<file path="src/rtl/mem_access_unit.sv">
// mem_access_unit: per-core load/store requester in front of the shared-RAM arbiter.
// Define MAU_TIMEOUT_EN to bound the wait for acq and report err on expiry.
module mem_access_unit #(
    parameter int RD_WAIT = 2
`ifdef MAU_TIMEOUT_EN
    ,
    parameter int TIMEOUT = 64
`endif
) (
    input  logic       clk,
    input  logic       rst,
    input  logic       start,
    input  logic       wr,
    input  logic [7:0] addr,
    input  logic [7:0] wdata,
    output logic       busy,
    output logic       done,
    output logic       err,
    output logic [7:0] rdata,
    output logic       rden,
    output logic       wren,
    output logic [7:0] mem_addr,
    output logic [7:0] mem_din,
    input  logic       acq,
    input  logic [7:0] mem_q
);
    localparam int CW = (RD_WAIT > 1) ? $clog2(RD_WAIT) : 1;

    typedef enum logic [1:0] {IDLE, REQ, ACCESS, RELEASE} state_t;

    state_t        state_q, state_d;
    logic [CW-1:0] cnt_q, cnt_d;
    logic          wr_q, wr_d;
    logic          done_q, done_d;
    logic [7:0]    addr_q, addr_d;
    logic [7:0]    din_q, din_d;
    logic [7:0]    rdata_q, rdata_d;
`ifdef MAU_TIMEOUT_EN
    localparam int TW = (TIMEOUT > 1) ? $clog2(TIMEOUT) : 1;
    logic [TW-1:0] tmo_q, tmo_d;
    logic          err_q, err_d;
`endif

    always_comb begin
        state_d = state_q;
        cnt_d   = cnt_q;
        wr_d    = wr_q;
        addr_d  = addr_q;
        din_d   = din_q;
        rdata_d = rdata_q;
        done_d  = 1'b0;
`ifdef MAU_TIMEOUT_EN
        tmo_d   = tmo_q;
        err_d   = 1'b0;
`endif
        unique case (state_q)
            IDLE: begin
                if (start) begin
                    wr_d    = wr;
                    addr_d  = addr;
                    din_d   = wdata;
                    state_d = REQ;
`ifdef MAU_TIMEOUT_EN
                    tmo_d   = '0;
`endif
                end
            end
            REQ: begin
                // A grant already high on entry is taken as valid.
                if (acq) begin
                    cnt_d   = CW'(RD_WAIT - 1);
                    state_d = ACCESS;
                end
`ifdef MAU_TIMEOUT_EN
                else if (tmo_q == TW'(TIMEOUT - 1)) begin
                    state_d = IDLE;
                    done_d  = 1'b1;
                    err_d   = 1'b1;
                end else begin
                    tmo_d = tmo_q + 1'b1;
                end
`endif
            end
            ACCESS: begin
                if (cnt_q == '0) begin
                    if (!wr_q) rdata_d = mem_q;
                    state_d = RELEASE;
                end else begin
                    cnt_d = cnt_q - 1'b1;
                end
            end
            RELEASE: begin
                // Hold off until the arbiter drops its grant.
                if (!acq) begin
                    state_d = IDLE;
                    done_d  = 1'b1;
                end
            end
            default: state_d = IDLE;
        endcase
    end

    always_ff @(posedge clk or posedge rst) begin
        if (rst) begin
            state_q <= IDLE;
            cnt_q   <= '0;
            wr_q    <= 1'b0;
            addr_q  <= '0;
            din_q   <= '0;
            rdata_q <= '0;
            done_q  <= 1'b0;
        end else begin
            state_q <= state_d;
            cnt_q   <= cnt_d;
            wr_q    <= wr_d;
            addr_q  <= addr_d;
            din_q   <= din_d;
            rdata_q <= rdata_d;
            done_q  <= done_d;
        end
    end

`ifdef MAU_TIMEOUT_EN
    always_ff @(posedge clk or posedge rst) begin
        if (rst) begin
            tmo_q <= '0;
            err_q <= 1'b0;
        end else begin
            tmo_q <= tmo_d;
            err_q <= err_d;
        end
    end

    assign err = err_q;
`else
    assign err = 1'b0;
`endif

    logic req;
    assign req      = (state_q == REQ) || (state_q == ACCESS);
    assign rden     = req & ~wr_q;
    assign wren     = req & wr_q;
    assign busy     = (state_q != IDLE);
    assign done     = done_q;
    assign rdata    = rdata_q;
    assign mem_addr = addr_q;
    assign mem_din  = din_q;

endmodule

</file>
<file path="config.mk">
export PLATFORM = sky130hd
export DESIGN_NAME = mem_access_unit
export DESIGN_NICKNAME = d
export VERILOG_FILES = /design/src/rtl/mem_access_unit.sv
export SDC_FILE = /design/constraint.sdc
export NUM_CORES = 1
export LEC_CHECK = 0
export ABC_AREA = 1
export CAP_MARGIN = 20
export CORE_MARGIN = 4
export CORE_UTILIZATION = 45
export CTS_BUF_LIST = sky130_fd_sc_hd__clkbuf_4
export CTS_CLUSTER_DIAMETER = 60
export CTS_CLUSTER_SIZE = 30
export DETAILED_ROUTE_END_ITERATION = 12
export PLACE_DENSITY = 0.81
export SYNTH_ARGS = -nofsm -noshare
export SYNTH_HDL_FRONTEND = slang
export SYNTH_SLANG_ARGS = --single-unit
</file>
<file path="constraint.sdc">
create_clock -name clk -period 1.6 [get_ports clk]
set_input_delay 0.4 -clock clk [delete_from_list [all_inputs] [get_ports clk]]
set_output_delay 0.4 -clock clk [all_outputs]
set_load 0.005 [all_outputs]
</file>
==> reports/metrics.yaml, run 1 <==
synth_edf_count: 0
core-area_um2: 3150
cp-start-kind: "flop"
die_area_um2: 4410
synth.most_common_cell: "dfrtp_1"
p_sw_share_pct: 39.0
ys_warn_count: 0
fin_setup_tns_ns: -0.105
clock_sinks: 29
fmax_ghz: 0.602
drc: 0
synth_commonest_cells: "dfrtp_1, nand2_1, nand3_1"
antenna_cells: 0
synth_top_cell_area_share_pct: 47.2
overflow: 0
required_ns: 1.20
setup_ws_ns: -0.0606
ys.flop_type: "dfrtp_1"
finalHoldViolations: 0
hp-class: "in -> async"
drive_gt1_share_pct: 33.2
final_core_util_pct: 71.7
cts_root_buf: "clkbuf_4"
comb_power_share_pct: 56.9
cts.clk_slew.worst_paths_ns: 0.10
synth_top_area_cell: "dfrtp_1"
start_util_pct: 48.7
via_per_inst: 4.49
grt_start_max_net_pins: 19
fill_cells: 259
num_io_pins: 58
yosys-top-cells-area: "dfrtp_1, nand2_4, nand2_1"
synth_area_um2: 1540
ys_seq_elements: 29
area_growth_pct: 47.2
fin_skew_ns: 0.0139
worstSetupPathType: "reg -> out"
postSynthCellCount: 149
p_leak_nw: 1.24
layout.nets: 263
clkLatencyLatePin_ns: 0.33
cpMaxStageDelayCell: "dfrtp_1"
pwr-share-seq_pct: 32.2
cts_tree: "done"
io_buffers: 56
h-tree-depth: 2
grt_pass1_wl_mm: 5.98
vias: 1225
maxSlewViolCount: 0
maxCapViolCount: 0
final.period_utilization_pct: 104
wire_per_inst_um: 13.0
worstPathCellList: "inv_2 -> ha_4 -> inv_1 -> nor2_1 -> buf_2"
clk_path_buf_depth: 2
arrival_ns: 1.26
total_power_w: 0.00395
wl_mm: 3.54
drt_pre_antenna_iters: 4
rsz0062_at_grt: "yes"
die_h_um: 66.4
avgSynthCellArea_um2: 10.3
power_frac_clock_pct: 10.9
dp_hpwl_mm: 2.73
synth_nets: 184
layout_min_cycle_time_ns: 1.66
internal_power_w: 0.00241
p_per_area_nw_per_um2: 1740
die_x_um: 66.4
setup_viol: 2
first_iter_violations: 50
rows: 20
antenna_found_initial: 0
grt_pass1_vias: 1360
async_flop_share_pct: 100
crit_path_end_kind: "primary output"
gp_congestion: 0.837
cts_buffers: 5
yosysUniqueCellTypes: 23
status: "finished, violations left"
seq_area_frac_synth_pct: 47.2
slowest_delay_ns: 0.38
vdd_ir_drop_max_mv: 1.11
failed_checks: "setup timing"
p_sw_w: 0.00154
cp_max_fo: 3
grtUsageTotal_pct: 18.2
postRouteAntennaNets: 0
[state kept, by name (all words and copies together), names as in the netlist]
signal    cells
state_q       2
cnt_q         1
done          1
mem_din       8
rdata         8
mem_addr      8
wr_q          1
[cells by family (layout without fill, tap and decap cells)]
logic type                 count (synthesis)  count (layout)  synth area share (%)
AOI/OAI and AO/OA                         13              13                  6.51
adders and majority gates                  6               6                  4.89
buffers and inverters                     25             105                  10.3
DFF                                       29              29                  47.2
other                                      1               1                 0.244
and+or+nand+nor                           75              75                  30.9
[power by group through the flow]
stage	Clock [W]	Sequential [W]	Combinational [W]
after floorplan	0	0.00137	0.00118
after global placement	0	0.00135	0.00209
after detailed placement	0	0.00136	0.00220
after CTS	0.000449	0.00127	0.00227
after global routing	0.000491	0.00132	0.00248
final	0.000430	0.00127	0.00225
[worst max-delay path, delay by kind of cell (launching register included)]
kind                       cells  cell delay [ns]
DFF                            1             0.38
and+or+nand+nor                1             0.07
buffers and inverters          3             0.22
adders and majority gates      1             0.27
[final timing paths]
kind                              from  slack (ns)  cells past startpoint           to
max reg2reg                 state_q[0]        0.10                      8   state_q[0]
max                         state_q[1]       -0.06                      5         rden
min                                rst        0.37                      3   state_q[1]
min reg2reg                mem_addr[6]        0.47                      2  mem_addr[6]
min in group clk           mem_addr[6]        0.47                      2  mem_addr[6]
max in group asynchronous          rst        1.01                      3     rdata[0]
[layout by cell type (no fill, tap or decap), drive strengths merged]
cell type      count
clkinvlp           1
or2                1
o21bai             2
nor2               4
dfrtp             29
dlygate4sd2       24
nand3b             1
nand2             53
dlymetal6s2s       1
conb               1
inv               18
buf               26
nand3             16
clkdlybuf4s50     28
a21oi              1
clkinv             2
o21ai             10
clkbuf             5
ha                 6
[area by class of cell]
type	instances	area (um2)	share of cell area, %
Clock buffer	5	37.5	1.66
Clock inverter	3	17.5	0.774
Inverter	18	70.1	3.10
Multi-Input combinational cell	95	666	29.4
Sequential cell	29	726	32.1
Tap cell	44	55.1	2.43
Timing Repair Buffer	79	691	30.5
[per-layer routing]
layer | part of all wire (%) | global-route usage (%) | routed length (um) | vias up
met2 | 49 | 31.8 | 1720 | 54
li1 | - | - | - | 613
met1 | 40 | 19.3 | 1430 | 552
met5 | 0 | 0 | 0 | -
met3 | 9.1 | 6.80 | 321 | 6
met4 | 2.0 | 7.61 | 71 | 0
[stage by stage]
step	hold slack, ns	instances	instance area [um2]	setup WS [ns]
final	0.368	273	2260	-0.0606
after global routing	0.379	273	2260	-0.145
after CTS	0.362	272	2250	-0.0914
after detailed placement	0.461	252	2140	-0.174
after global placement	0.456	252	2140	-0.0816
after floorplan	0.465	149	1540	0.215
[what timing repair did]
item                                    4_1_cts  5_1_grt
buffers inserted                             12        1
resized for setup                            39        1
endpoints found under the setup margin       27        3
pin swaps                                     1        0
hold buffers                                  0        0
Power figures use the tool's default switching activity.
==> run 2, diff against run 1 <==
==> config.mk (replaced) <==
export PLATFORM = sky130hd
export DESIGN_NAME = mem_access_unit
export DESIGN_NICKNAME = d
export VERILOG_FILES = /design/src/rtl/mem_access_unit.sv
export SDC_FILE = /design/constraint.sdc
export NUM_CORES = 1
export LEC_CHECK = 0
export CAP_MARGIN = 30
export CORE_MARGIN = 4
export CORE_UTILIZATION = 42
export CTS_BUF_LIST = sky130_fd_sc_hd__clkbuf_4
export CTS_CLUSTER_DIAMETER = 60
export CTS_CLUSTER_SIZE = 30
export DETAILED_ROUTE_END_ITERATION = 12
export PLACE_DENSITY = 0.82
export SYNTH_ARGS = -nofsm -noshare
export SYNTH_HDL_FRONTEND = slang
export SYNTH_SLANG_ARGS = --single-unit
==> reports/metrics.yaml, run 2 <==
overflow: 0  # unchanged
wire_per_inst_um: 15.2  # was 13.0 um
yosysUniqueCellTypes: 16  # was 23
wl_mm: 2.91  # was 3.54 mm
first_iter_violations: 33  # was 50
synth_nets: 116  # was 184
clock_sinks: 29  # unchanged
vias: 912  # was 1225
fmax_ghz: 0.602  # about the same
crit_path_end_kind: "primary output"  # unchanged
yosys-top-cells-area: "dfrtp_1, mux2_2, ha_1"  # was dfrtp_1, nand2_4, nand2_1
p_leak_nw: 1.15  # was 1.24 nW
seq_area_frac_synth_pct: 59.4  # was 47.2%
avgSynthCellArea_um2: 15.1  # was 10.3 um2
synth_area_um2: 1220  # was 1540 um2
path_delay_family: "flip-flops"  # unchanged
clkLatencyLatePin_ns: 0.32  # was 0.33 ns
synth_edf_count: 0  # unchanged
fill_cells: 170  # was 259
post-place-ws_ns: -0.166  # was -0.174 ns
cts_root_buf: "clkbuf_4"  # unchanged
p_per_area_nw_per_um2: 1810  # was 1740 nW/um2
dp_hpwl_mm: 2.16  # was 2.73 mm
setup_ws_ns: -0.0602  # was -0.0606 ns
worstSetupPathType: "reg -> out"  # unchanged
start_util_pct: 44.3  # was 48.7%
setup_viol: 2  # unchanged
seqCellArea_um2: 726  # unchanged
status: "finished, violations left"  # unchanged
failed_checks: "setup timing"  # unchanged
required_ns: 1.20  # about the same
multi_input_area_um2: 539  # was 666 um2
cts.clk_slew.worst_paths_ns: 0.09  # was 0.10 ns
wl_met1_mm: 1.03  # was 1.43 mm
cpMaxStageDelayCell: "dfrtp_1"  # unchanged
layout_min_cycle_time_ns: 1.66  # about the same
die_area_um2: 3840  # was 4410 um2
vdd_ir_drop_max_mv: 1.26  # was 1.11 mV
postRouteAntennaNets: 0  # unchanged
die_h_um: 62.0  # was 66.4 um
via_per_inst: 4.75  # was 4.49
area_growth_pct: 75.0  # was 47.2%
drive_gt1_share_pct: 40.4  # was 33.2%
r2r-start: "state_q[0]"  # unchanged
grt_pass1_wl_mm: 3.96  # was 5.98 mm
core-area_um2: 2760  # was 3150 um2
ys.flop_type: "dfrtp_1"  # unchanged
drc: 0  # unchanged
cp_max_fo: 3  # unchanged
grtUsageTotal_pct: 15.1  # was 18.2%
wl_met3_um: 269  # was 321 um
finalHoldViolations: 0  # unchanged
layout.nets: 195  # was 263
async_flop_share_pct: 100  # unchanged
top_layer: "met4"  # unchanged
postSynthCellCount: 81  # was 149
endpoint: "rden"  # unchanged
cp-start-kind: "flop"  # unchanged
cts_tree: "done"  # unchanged
synth_commonest_cells: "dfrtp_1, mux2_2, ha_1"  # was dfrtp_1, nand2_1, nand3_1
worstPathCellList: "inv_2 -> ha_4 -> nor2b_4 -> buf_6"  # was inv_2 -> ha_4 -> inv_1 -> nor2_1 -> buf_2
clk_path_buf_depth: 2  # unchanged
final.period_utilization_pct: 104  # about the same
hp-class: "in -> async"  # unchanged
die_x_um: 62.0  # was 66.4 um
num_io_pins: 58  # unchanged
ys_warn_count: 0  # unchanged
maxSlewViolCount: 0  # unchanged
crit_buf_inv: 2  # was 3
h-tree-depth: 2  # unchanged
io_buffers: 56  # unchanged
r2r_cells: 7  # was 8
ys_seq_elements: 29  # unchanged
synth_top_cell_area_share_pct: 59.4  # was 47.2%
gp_congestion: 0.722  # was 0.837
final_cell_mix: "dfrtp_1, clkdlybuf4s50_1, dlymetal6s2s_1, mux2_2, buf_4"  # was dfrtp_1, nand2_1, clkdlybuf4s50_1, dlygate4sd2_1, buf_4
slowest_delay_ns: 0.37  # was 0.38 ns
final_common_cell: "dfrtp_1"  # unchanged
fin_setup_tns_ns: -0.109  # was -0.105 ns
synth.most_common_cell: "dfrtp_1"  # unchanged
crit_start: "state_q[0]"  # was state_q[1]
grt_start_max_net_pins: 30  # was 19
holdWs_ns: 0.439  # was 0.368 ns
rows: 19  # was 20
crit_cells: 4  # was 5
maxCapViolCount: 0  # unchanged
antenna_found_initial: 0  # unchanged
cts_hold_repair.buffers: 0  # unchanged
r2r_slack_ns: 0  # was 0.10 ns
fin_skew_ns: 0.00489  # was 0.0139 ns
antenna_cells: 0  # unchanged
rsz0062_at_grt: "yes"  # unchanged
arrival_ns: 1.26  # about the same
cts_buffers: 5  # unchanged
drt_pre_antenna_iters: 3  # was 4
r2r-end: "rdata[5]"  # was state_q[0]
grt_pass1_vias: 947  # was 1360
met2_length_mm: 1.56  # was 1.72 mm
synth_top_area_cell: "dfrtp_1"  # unchanged
run 2: worst min path at each step:
| stage | to | slack [ns] | depth (start not counted) |
|---|---|---|---|
| final | rdata[4] | 0.44 | 3 |
| after CTS | mem_addr[7] | 0.45 | 3 |
| after detailed placement | mem_din[4] | 0.49 | 1 |
| after global routing | mem_din[2] | 0.45 | 3 |
| after global placement | mem_din[2] | 0.49 | 1 |
| after floorplan | done | 0.47 | 1 |
run 2: layer usage:
metal	GRT usage, %	up-vias
li1	-	433
met1	13.0	437
met2	27.2	37
met3	8.26	5
met4	8.18	0
met5	0	-
run 2: repair_timing:
item | in CTS | in global routing
gates resized for setup | 21 | 35
pin swaps | 1 | 1
gates cloned | 0 | 0
setup buffers | 2 | 4
setup endpoints to repair | 8 | 33
hold endpoints to repair | 0 | 0
run 2: cells by family (layout without fill, tap and decap cells):
group	Yosys count	in the layout	synth area share (%)
and+or+nand+nor	8	8	4.50
adders and majority gates	6	6	6.14
AOI/OAI and AO/OA	2	2	1.02
buffers and inverters	6	86	2.25
muxes	29	29	26.4
other	1	1	0.307
DFF	29	29	59.4
run 2: cell type report:
type	count	area share (%)
inverter	4	0.702
clock buffer	5	1.75
tap	31	1.81
multi-input combinational	46	25.2
sequential	29	33.9
clock inverter	3	0.819
timing repair buffer	74	35.8
run 2: power by group:
| part | internal [W] | switching, W |
|---|---|---|
| Sequential | 0.00111 | 0.000203 |
| Clock | 0.000165 | 0.000255 |
| Combinational | 0.00144 | 0.000694 |
| Total | 0.00272 | 0.00115 |
run 2: worst reg2reg max path, delay by kind of cell (launching register included):
kind | cells | cell delay (ns)
adders and majority gates | 1 | 0.12
and+or+nand+nor | 1 | 0.21
DFF | 1 | 0.40
muxes | 1 | 0.30
buffers and inverters | 4 | 0.45
run 2: through the flow:
| stage | cell area (um2) | instances | power [W] | util [%] |
|---|---|---|---|---|
| global placement | 1920 | 178 | 0.00320 | 69.8 |
| finish | 2140 | 192 | 0.00387 | 77.6 |
| CTS | 2010 | 188 | 0.00377 | 72.8 |
| global route | 2140 | 192 | 0.00415 | 77.6 |
| detailed placement | 1920 | 178 | 0.00327 | 69.8 |
| floorplan | 1220 | 81 | 0.00209 | - |
